File: config.mk
export PLATFORM = sky130hd
export DESIGN_NAME = arb_rr_param
export DESIGN_NICKNAME = d
export VERILOG_FILES = /design/src/rtl/arb_rr_param.sv
export SDC_FILE = /design/constraint.sdc
export NUM_CORES = 1
export LEC_CHECK = 0
export CAP_MARGIN = 5
export CORE_MARGIN = 2
export CORE_UTILIZATION = 52
export CTS_CLUSTER_DIAMETER = 200
export DETAILED_ROUTE_END_ITERATION = 7
export PLACE_DENSITY = 0.86
export SETUP_SLACK_MARGIN = 0.3
export SYNTH_ARGS = -nofsm -noshare
export SYNTH_HDL_FRONTEND = slang
export SYNTH_SLANG_ARGS = --single-unit
File: constraint.sdc
create_clock -name clk -period 4.3 [get_ports clk]
set_clock_uncertainty 0.15 [all_clocks]
set_input_delay 1.29 -clock clk [delete_from_list [all_inputs] [get_ports clk]]
set_output_delay 1.29 -clock clk [all_outputs]
set_load 0.005 [all_outputs]
File: src/rtl/arb_rr_param.sv
`default_nettype none
// ============================================================================
// Module      : arb_rr_param
// Description : N-way round-robin arbiter with registered one-hot grant and
//               owner hold; optional hold-time fairness limit via the
//               ARB_HOLD_LIMIT_EN macro.
// Revision    : 1.0 - initial release
// ============================================================================
module arb_rr_param #(
    parameter int N        = 4,
    parameter int HOLD_MAX = 8,
    parameter int IDX_W    = $clog2(N)
) (
    input  logic                          clk,
    input  logic                          reset,
    input  logic [N-1:0]                  request,
    output logic [N-1:0]                  grant,
    output logic                          grant_valid,
    output logic [IDX_W-1:0]              grant_idx,
    output logic [$clog2(HOLD_MAX+1)-1:0] hold_cnt
);

    localparam int                 c_hc_w     = $clog2(HOLD_MAX + 1);
    localparam logic [0:0]         c_st_idle  = 1'b0;
    localparam logic [0:0]         c_st_owned = 1'b1;
    localparam logic [N-1:0]       c_one      = {{(N-1){1'b0}}, 1'b1};
    localparam logic [c_hc_w-1:0]  c_hold_max = c_hc_w'(HOLD_MAX);
    localparam logic [IDX_W-1:0]   c_ptr_rst  = IDX_W'(N - 1);

    logic [0:0]        r_state, w_state;
    logic [N-1:0]      r_grant, w_grant;
    logic [IDX_W-1:0]  r_idx,   w_idx;
    logic [IDX_W-1:0]  r_ptr,   w_ptr;
    logic [c_hc_w-1:0] r_hold,  w_hold;

    logic [N-1:0]      w_others;
    logic              w_others_any;
    logic              w_owner_req;
    logic              w_limit;
    logic              w_found;
    logic [IDX_W-1:0]  w_win;
    logic [IDX_W-1:0]  w_j;

    // The owner is masked out, so in OWNED the search only sees challengers;
    // in IDLE r_grant is zero and the mask is a no-op.
    assign w_others     = request & ~r_grant;
    assign w_others_any = |w_others;
    assign w_owner_req  = |(request & r_grant);

`ifdef ARB_HOLD_LIMIT_EN
    assign w_limit = (r_hold == c_hold_max);
`else
    assign w_limit = 1'b0;
`endif

    // Rotating priority: first set bit at ptr+1, ptr+2, ... wrapping mod N.
    always_comb begin
        w_found = 1'b0;
        w_win   = '0;
        w_j     = '0;
        for (int k = 1; k <= N; k++) begin
            w_j = IDX_W'((int'(r_ptr) + k) % N);
            if (!w_found && w_others[w_j]) begin
                w_found = 1'b1;
                w_win   = w_j;
            end
        end
    end

    always_comb begin
        w_state = r_state;
        w_grant = r_grant;
        w_idx   = r_idx;
        w_ptr   = r_ptr;
        w_hold  = r_hold;
        case (r_state)
            c_st_idle: begin
                if (w_found) begin
                    w_state = c_st_owned;
                    w_grant = c_one << w_win;
                    w_idx   = w_win;
                    w_ptr   = w_win;
                    w_hold  = c_hc_w'(1);
                end
            end
            c_st_owned: begin
                if (w_owner_req && !(w_others_any && w_limit)) begin
                    w_hold = (r_hold == c_hold_max) ? r_hold : r_hold + 1'b1;
                end else if (w_found) begin
                    // Direct handoff in the same edge, no idle bubble.
                    w_grant = c_one << w_win;
                    w_idx   = w_win;
                    w_ptr   = w_win;
                    w_hold  = c_hc_w'(1);
                end else begin
                    w_state = c_st_idle;
                    w_grant = '0;
                    w_idx   = '0;
                    w_hold  = '0;
                end
            end
            default: begin
                w_state = c_st_idle;
                w_grant = '0;
                w_idx   = '0;
                w_hold  = '0;
            end
        endcase
    end

    always_ff @(posedge clk or negedge reset) begin
        if (!reset) begin
            r_state <= c_st_idle;
            r_grant <= '0;
            r_idx   <= '0;
            r_ptr   <= c_ptr_rst;
            r_hold  <= '0;
        end else begin
            r_state <= w_state;
            r_grant <= w_grant;
            r_idx   <= w_idx;
            r_ptr   <= w_ptr;
            r_hold  <= w_hold;
        end
    end

    assign grant       = r_grant;
    assign grant_valid = r_state;
    assign grant_idx   = r_idx;
    assign hold_cnt    = r_hold;

endmodule
`default_nettype wire

* After elaboration in Yosys (flattened, before gate mapping)
Cells that the tools add are included.
Storage, ports and cells: bits of input ports 6, word-level logic and storage cells 67, output and inout bits 11, register bits 13
Operators by class: bitwise operators 4, reduce and logical (&&, ||, !) cells 9, shift operators 1, muxes and demuxes 35, $add $sub $neg 5, eq/ne operators 4, $lt $le $gt $ge 4
Operators by type and width (count):
- 2-to-1 mux 4 bit | 6
- 2-to-1 mux 2 bit | 9
- case mux 4 bit (2 select lines) | 2
- less-than comparator 2 x 3 -> 1 bit (second input constant) | 4
- 2-to-1 mux 1 bit | 11
- bitwise AND 4 bit | 2
- binary-select mux 1 bit (select 2 bit) | 4
- case mux 2 bit (2 select lines) | 2
- adder 2 x 1 -> 2 bit (second input constant) | 2
- adder 2 bit (second input constant) | 2
- adder 4 x 1 -> 4 bit (second input constant) | 1
- == test 4 bit (second input constant) | 1
- inequality test 2 bit (second input constant) | 2
- NOT 4 bit | 1
- AND reduction 2 bit | 2
- OR reduction 4 bit | 1
- << shifter 1 x 2 -> 4 bit (first input constant) | 1
- logical AND 1 bit | 3
- logical NOT 1 bit | 3
- inequality test 3 bit (second input constant) | 1
- case mux 1 bit (2 select lines) | 1
- NOT 1 bit | 1

* Logic depth before layout (Yosys ltp)
Gate-level depths: netlist (run 1).
depth in word-level cells 18, gate-level depth with buffers 6, depth with buffers taken out 6

* Worst setup path before layout (run 1)
OpenSTA, ideal clock, no wires.
kind input to register, start input request[1], end register r_grant[0], in the netlist grant[0], data arrival time 2205 ps, stages 4, library setup time 121 ps, buffers on the path 0, data required time 4029 ps, slack 1824 ps, path through a22o_1 > o21ai_2 > o21ai_2 > a22o_1
On the way: cells in the longest elaborated chain, start to end 17, elaborated cells between the ends (all ways) 33, those cells by class 2 x eq/ne; 1 x shift; 20 x mux; 2 x bitwise; 8 x reduce/logical
Ends and longest elaborated chain:
- from (decl) | RTL line 16 | input logic [N-1:0] request,
- bitwise AND 4 bit | RTL line 46 | assign w_others = request & ~r_grant;
- binary-select mux 1 bit (select 2 bit) | RTL line 63 | if (!w_found && w_others[w_j]) begin
- 2-to-1 mux 1 bit (not written as such) | RTL line 63
- 2-to-1 mux 1 bit | RTL line 63
- logical NOT 1 bit | RTL line 63
- logical AND 1 bit | RTL line 63
- 2-to-1 mux 1 bit | RTL line 63
- logical NOT 1 bit | RTL line 63
- logical AND 1 bit | RTL line 63
- 2-to-1 mux 1 bit | RTL line 63
- logical NOT 1 bit | RTL line 63
- logical AND 1 bit | RTL line 63
- 2-to-1 mux 2 bit | RTL line 63
- << shifter 1 x 2 -> 4 bit | RTL line 80, 91
- 2-to-1 mux 4 bit | RTL line 89 | end else if (w_found) begin
- 2-to-1 mux 4 bit | RTL line 87 | if (w_owner_req && !(w_others_any && w_limit)) begin
- case mux 4 bit (2 select lines) | RTL line 76 | case (r_state)
- to (signal assigned) | RTL line 120 | r_grant <= w_grant;
- to (decl) | RTL line 31 | logic [N-1:0] r_grant, w_grant;
Several ways; a longest one is shown, not always the timed one. The select of a mux whose other input is x is not followed. A chain may end at the register's enable or synchronous reset.

* Final worst setup path (run 1)
start input request[3], end register r_grant[0], in the netlist grant[0]
The elaborated chain is that of the path after synthesis.

==> reports/metrics.yaml, run 1 <==
status:
  status: "completed"
setup_path:
  cp.required_ns: 4.34
  crit_path_top_delay_cell: "clkdlybuf4s50_1"
  crit_chain: "clkdlybuf4s50_1, a22o_4, o21ai_2, o21ai_2, a22o_1"
  critPathMaxFanout: 8
  crit_path_max_incr_delay_ns: 0.49
  setup.worst_path.start: "request[3]"
  r2r_start: "r_ptr[1]"
  cp-end-kind: "flip-flop"
  cp.arrival_ns: 2.91
  start_kind: "input pin"
  path_common_cell: "o21ai_2"
  crit_type: "input pin to flip-flop"
floorplanning:
  die_area_sq_um: 1840
  ios: 17
  start_util_pct: 54.1
  fp.dieW_um: 42.9
  die_h_um: 42.9
  fp-row-count: 14
  core_sq_um: 1450
global_route:
  antenna_found_initial: 0
  track_usage_pct: 22.7
  grt_pass1_wl_um: 2980
  grt_max_degree: 14
  grt_pass1_vias: 613
  grt_overflow: 0
cts:
  cts_buffer_depth: 2
  postCtsSetupBuffers: 0
  cts_tree: "built"
  insertion_delay_ns: 0.29
  clockRootBuffer: "clkbuf_4"
  clock-sinks: 13
  clkTransAtPathRegs_ns: 0.09
  cts_resized: 0
  ctsHtreeMaxLevel: 1
  cts_made_buffers: 3
  hold_buffers: 0
timing:
  final.setup.tns_ns: 0
  relSlewSlack_pct: 56.6
  setup_slack_ns: 1.43
  whs_ns: 0.353
  worst_pin_slew_ns: 0.651
  drv_slew: 0
  rsz0062_at_grt: "false"
  finalSetupViolCount: 0
  min_period_over_period_pct: 66.8
  hold_violations: 0
  clock.fmax_mhz: 348
  final.min_clock_period_ns: 2.87
power:
  ir_drop_v: 0.000365
  swShare_pct: 39.9
  p_int_mw: 0.397
  p_seq_share_pct: 35.6
  p_leak_nw: 0.400
  p_comb_share_pct: 52.3
  p_total_mw: 0.660
  p_switching_mw: 0.264
  p_per_area_nw_per_um2: 665
  power.share.clock_pct: 12.1
synthesis:
  netlist_instances: 68
  synth_top_cell_by_area: "dfrtp_1"
  ys_types: 39
  yosysSeqAreaShare_pct: 41.7
  postSynthRegisterBits: 13
  synth_area_leaders: "dfrtp_1, dfstp_2, a22o_1"
  synth_ff_type: "dfrtp_1"
  synth_edf_count: 0
  async_flop_share_pct: 100
  synth.cell_area_sq_um: 787
  avgSynthCellArea_sq_um: 11.6
  yosysWarningCount: 0
  synth_top_area_share_pct: 35.0
  syn_nets: 76
drt:
  antenna_left: 0
  drt_wl_total_um: 1820
  via_per_inst: 6.22
  drc: 0
  drt_pass1_iterations: 4
  drt-initial-drc-count: 20
  routedWlPerCell_um: 17.5
  num_vias: 647
run:
  cap_violations: 0
layout:
  area_growth_syn_to_layout_pct: 26.2
  finish.utilization_pct: 68.3
  stdcell_count: 104
  layout-drive-gt1-share_pct: 20.5
  fin_area_sq_um: 993
  diodes: 0
  finalNetCount: 97
place:
  place_ws_ns: 1.13
  dp.cells: 100
  dpl-instance-area_sq_um: 967
  dp_hpwl_um: 1310
  place_congestion: 0.836
  io_buffers: 16
worst_hold_path:
  hold_class: "flip-flop to flip-flop"
  worstHoldStart: "grant_idx[0]"
## sequential cells by signal, summed over array words and instances (netlist names)
register / flops
grant_valid: 1
hold_cnt: 4
r_ptr: 2
grant: 4
grant_idx: 2
## cell type report
type                            instances  area, sq um
Clock buffer                            4         26.3
Fill cell                             122          460
Inverter                                5         18.8
Multi-Input combinational cell         50          440
Sequential cell                        13          328
Tap cell                               16         20.0
Timing Repair Buffer                   16          160
## cell usage after synthesis, types with 2 or more instances
library cell,instances
dfrtp_1,11
nand3b_1,2
ha_1,2
o21ai_2,2
inv_1,5
dfstp_2,2
a22o_1,3
a32o_1,2
nand2b_1,2
o22ai_1,3
nor2_1,4
o2bb2ai_1,3
## worst paths after layout
path                           endpoint  slack [ns]  cells past startpoint
setup / recovery               grant[0]        1.43                      5
min in group asynchronous      grant[1]        1.22                      1
setup reg to reg               grant[0]        2.42                      4
hold reg to reg            grant_idx[0]        0.35                      1
max in group asynchronous  grant_idx[0]        2.37                      1
hold / removal             grant_idx[0]        0.35                      1
## logic make-up (layout without fill, tap and decap cells)
family	count (synthesis)	after routing	share of synthesized area, %
xor gates and xnor gates	1	1	1.11
DFF	13	13	41.7
buffers and inverters	5	25	2.38
AOI/OAI and AO/OA	28	28	33.2
muxes	1	1	1.27
and+or+nand+nor	18	18	17.2
adders and majority gates	2	2	3.18
## power by group through the flow
| stage | sequential (mW) | combinational [mW] | clock, mW |
|---|---|---|---|
| 2_1_floorplan | 0.225 | 0.222 | 0 |
| 3_3_place_gp | 0.232 | 0.332 | 0 |
| 3_5_place_dp | 0.236 | 0.343 | 0 |
| 4_1_cts | 0.234 | 0.346 | 0.0775 |
| 5_1_grt | 0.242 | 0.379 | 0.0822 |
| 6_report | 0.235 | 0.345 | 0.0799 |
## worst max-delay path: cells and delay by family
kind	cells	cell delay, ns
buf+inv	1	0.49
compound gates	4	1.14
## cells in the final DEF, fill, tap and decap left out, types with 2 or more instances in the layout
| cell | count |
|---|---|
| nand3b_1 | 2 |
| nand2b_1 | 2 |
| ha_1 | 2 |
| clkdlybuf4s50_1 | 16 |
| o21ai_2 | 2 |
| dfstp_2 | 2 |
| o22ai_1 | 3 |
| a22o_1 | 3 |
| dfrtp_1 | 11 |
| a32o_1 | 2 |
| inv_1 | 5 |
| o2bb2ai_1 | 3 |
| clkbuf_4 | 3 |
| nor2_1 | 4 |
## layer usage
metal	share of wire, %	track usage, %	vias up
met5	0	0	-
met4	2.4	15.6	0
met3	5.1	3.83	5
met2	46	30.0	23
met1	47	33.4	311
li1	-	-	308
Note: power is estimated with default switching activity, not from simulation.
==> run 2: changes to the inputs <==
CORE_ASPECT_RATIO = 1.2   (was unset)
CORE_UTILIZATION = 44   (was 52)
PLACE_DENSITY = 0.78   (was 0.86)
clock period = 2.6 ns   (was 4.3 ns; I/O delays follow)
==> run 2 against run 1 <==
Effect of this change: wire length down 2.1%; highest routed layer unchanged; sequential share of layout area down 1.7 points; critical path type unchanged; sequential power up 67%; final cell count up 4.8%; combinational power up 84%.
==> reports/metrics.yaml, run 2 (synthesized netlist as in run 1, its figures left out) <==
run:
  cap_violations: 0  # unchanged
timing:
  finalSetupViolCount: 0  # unchanged
  whs_ns: 0.346  # was 0.353 ns
  relSlewSlack_pct: 61.7  # was 56.6%
  min_period_over_period_pct: 86.9
  final.min_clock_period_ns: 2.26
  hold_violations: 0  # unchanged
  worst_pin_slew_ns: 0.572  # was 0.651 ns
  rsz0062_at_grt: "true"  # was false
  drv_slew: 0  # unchanged
  final.setup.tns_ns: 0  # unchanged
  clock.fmax_mhz: 443
power:
  p_leak_nw: 0.428  # was 0.400 nW
  ir_drop_v: 0.000564  # was 0.000365 V
  p_per_area_nw_per_um2: 1090  # was 665 nW/um^2
  p_total_mw: 1.15  # was 0.660 mW
global_route:
  antenna_found_initial: 0  # unchanged
  grt_pass1_vias: 629  # was 613
  grt_max_degree: 14  # unchanged
  grt_overflow: 0  # unchanged
  grt_pass1_wl_um: 2880  # was 2980 um
  track_usage_pct: 17.8  # was 22.7%
layout:
  seq_area_sq_um: 329  # was 328 sq um
  area_growth_syn_to_layout_pct: 33.5  # was 26.2%
  finalNetCount: 100  # was 97
  multi_input_area_sq_um: 469  # was 440 sq um
  fin_area_sq_um: 1050  # was 993 sq um
  layout_common_cells: "clkdlybuf4s50_1, dfrtp_1, inv_1"  # unchanged
  fillCellCount: 147  # was 122
  mostFrequentLayoutCell: "clkdlybuf4s50_1"  # unchanged
  diodes: 0  # unchanged
  finish.utilization_pct: 63.3  # was 68.3%
  layout-drive-gt1-share_pct: 26.4  # was 20.5%
setup_path:
  crit_type: "input pin to flip-flop"  # unchanged
  cp.required_ns: 2.66  # was 4.34 ns
  cp.arrival_ns: 2.31  # was 2.91 ns
  critPathMaxFanout: 4  # was 8
  cp-end-kind: "flip-flop"  # unchanged
  start_kind: "input pin"  # unchanged
floorplanning:
  start_util_pct: 47.4  # was 54.1%
  die_area_sq_um: 2140  # was 1840 sq um
  fp.dieW_um: 42.6  # was 42.9 um
  core_sq_um: 1660  # was 1450 sq um
  fp-row-count: 16  # was 14
  ios: 17  # unchanged
  die_h_um: 50.3  # was 42.9 um
drt:
  m1WireLength_um: 829  # was 850 um
  num_vias: 672  # was 647
  drt_wl_total_um: 1780  # was 1820 um
  drc: 0  # unchanged
  via_per_inst: 6.17  # was 6.22
  routedWlPerCell_um: 16.3  # was 17.5 um
  antenna_left: 0  # unchanged
  drt-initial-drc-count: 19  # was 20
  dr_wl_met3_um: 53  # was 93 um
  top_layer_used: "met4"  # unchanged
  wl_met2_um: 841  # was 826 um
  drt_pass1_iterations: 4  # unchanged
cts:
  clockRootBuffer: "clkbuf_4"  # unchanged
  insertion_delay_ns: 0.27  # was 0.29 ns
  cts_buffer_depth: 2  # unchanged
  clkTransAtPathRegs_ns: 0.07  # was 0.09 ns
  cts_made_buffers: 3  # unchanged
  clock-sinks: 13  # unchanged
  cts_tree: "built"  # unchanged
  ctsHtreeMaxLevel: 1  # unchanged
place:
  dpl-instance-area_sq_um: 977  # was 967 sq um
  dp_hpwl_um: 1310  # about the same
  io_buffers: 16  # unchanged
  place_congestion: 0.769  # was 0.836
worst_hold_path:
  hold_class: "flip-flop to flip-flop"  # unchanged
status:
  status: "completed"  # unchanged
-- run 2: routing by layer --
layer	up-vias	global-route usage (%)
met3	8	2.16
met5	-	0
met1	324	24.4
li1	316	-
met2	24	28.2
met4	0	7.81
-- run 2: final cells by class --
type                    instances  share of cell area [%]
flip-flops and latches         13                    31.3
well taps                      18                    2.14
inverters                       5                    1.79
multi-input cells              50                    44.6
repair buffers                 19                    17.6
clock buffers                   4                    2.50
-- run 2: where the power goes --
group | switching, mW | internal [mW]
Combinational | 0.285 | 0.349
Sequential | 0.101 | 0.292
Clock | 0.0598 | 0.0594
-- run 2: path summary, 6_finish.rpt --
path | to | start | slack [ns] | cells after the start
min | grant_idx[0] | grant_idx[0] | 0.35 | 1
min reg2reg | grant_idx[0] | grant_idx[0] | 0.35 | 1
min in group asynchronous | grant[1] | reset | 0.72 | 1
max reg2reg | grant[0] | grant[1] | 0.88 | 4
max | grant[0] | request[1] | 0.34 | 5
max in group asynchronous | grant_valid | reset | 1.17 | 1
-- run 2: repair_timing --
action,4_1_cts,5_1_grt
pin swaps,0,1
buffers inserted,0,2
hold buffers,0,0
resized for setup,2,4
setup endpoints to repair,7,4
-- run 2: through the flow --
| stage | instances | setup slack (ns) |
|---|---|---|
| finish | 109 | 0.341 |
| detailed placement | 103 | -0.0447 |
| global placement | 103 | -0.0181 |
| global route | 109 | 0.296 |
| floorplan | 68 | 0.634 |
| CTS | 107 | 0.269 |
-- run 2: worst max-delay path: stages --
cell and delay [ns]:
clkdlybuf4s50_1 0.45, a22o_1 0.32, o21a_4 0.26, nor4_4 0.32, a22o_1 0.18
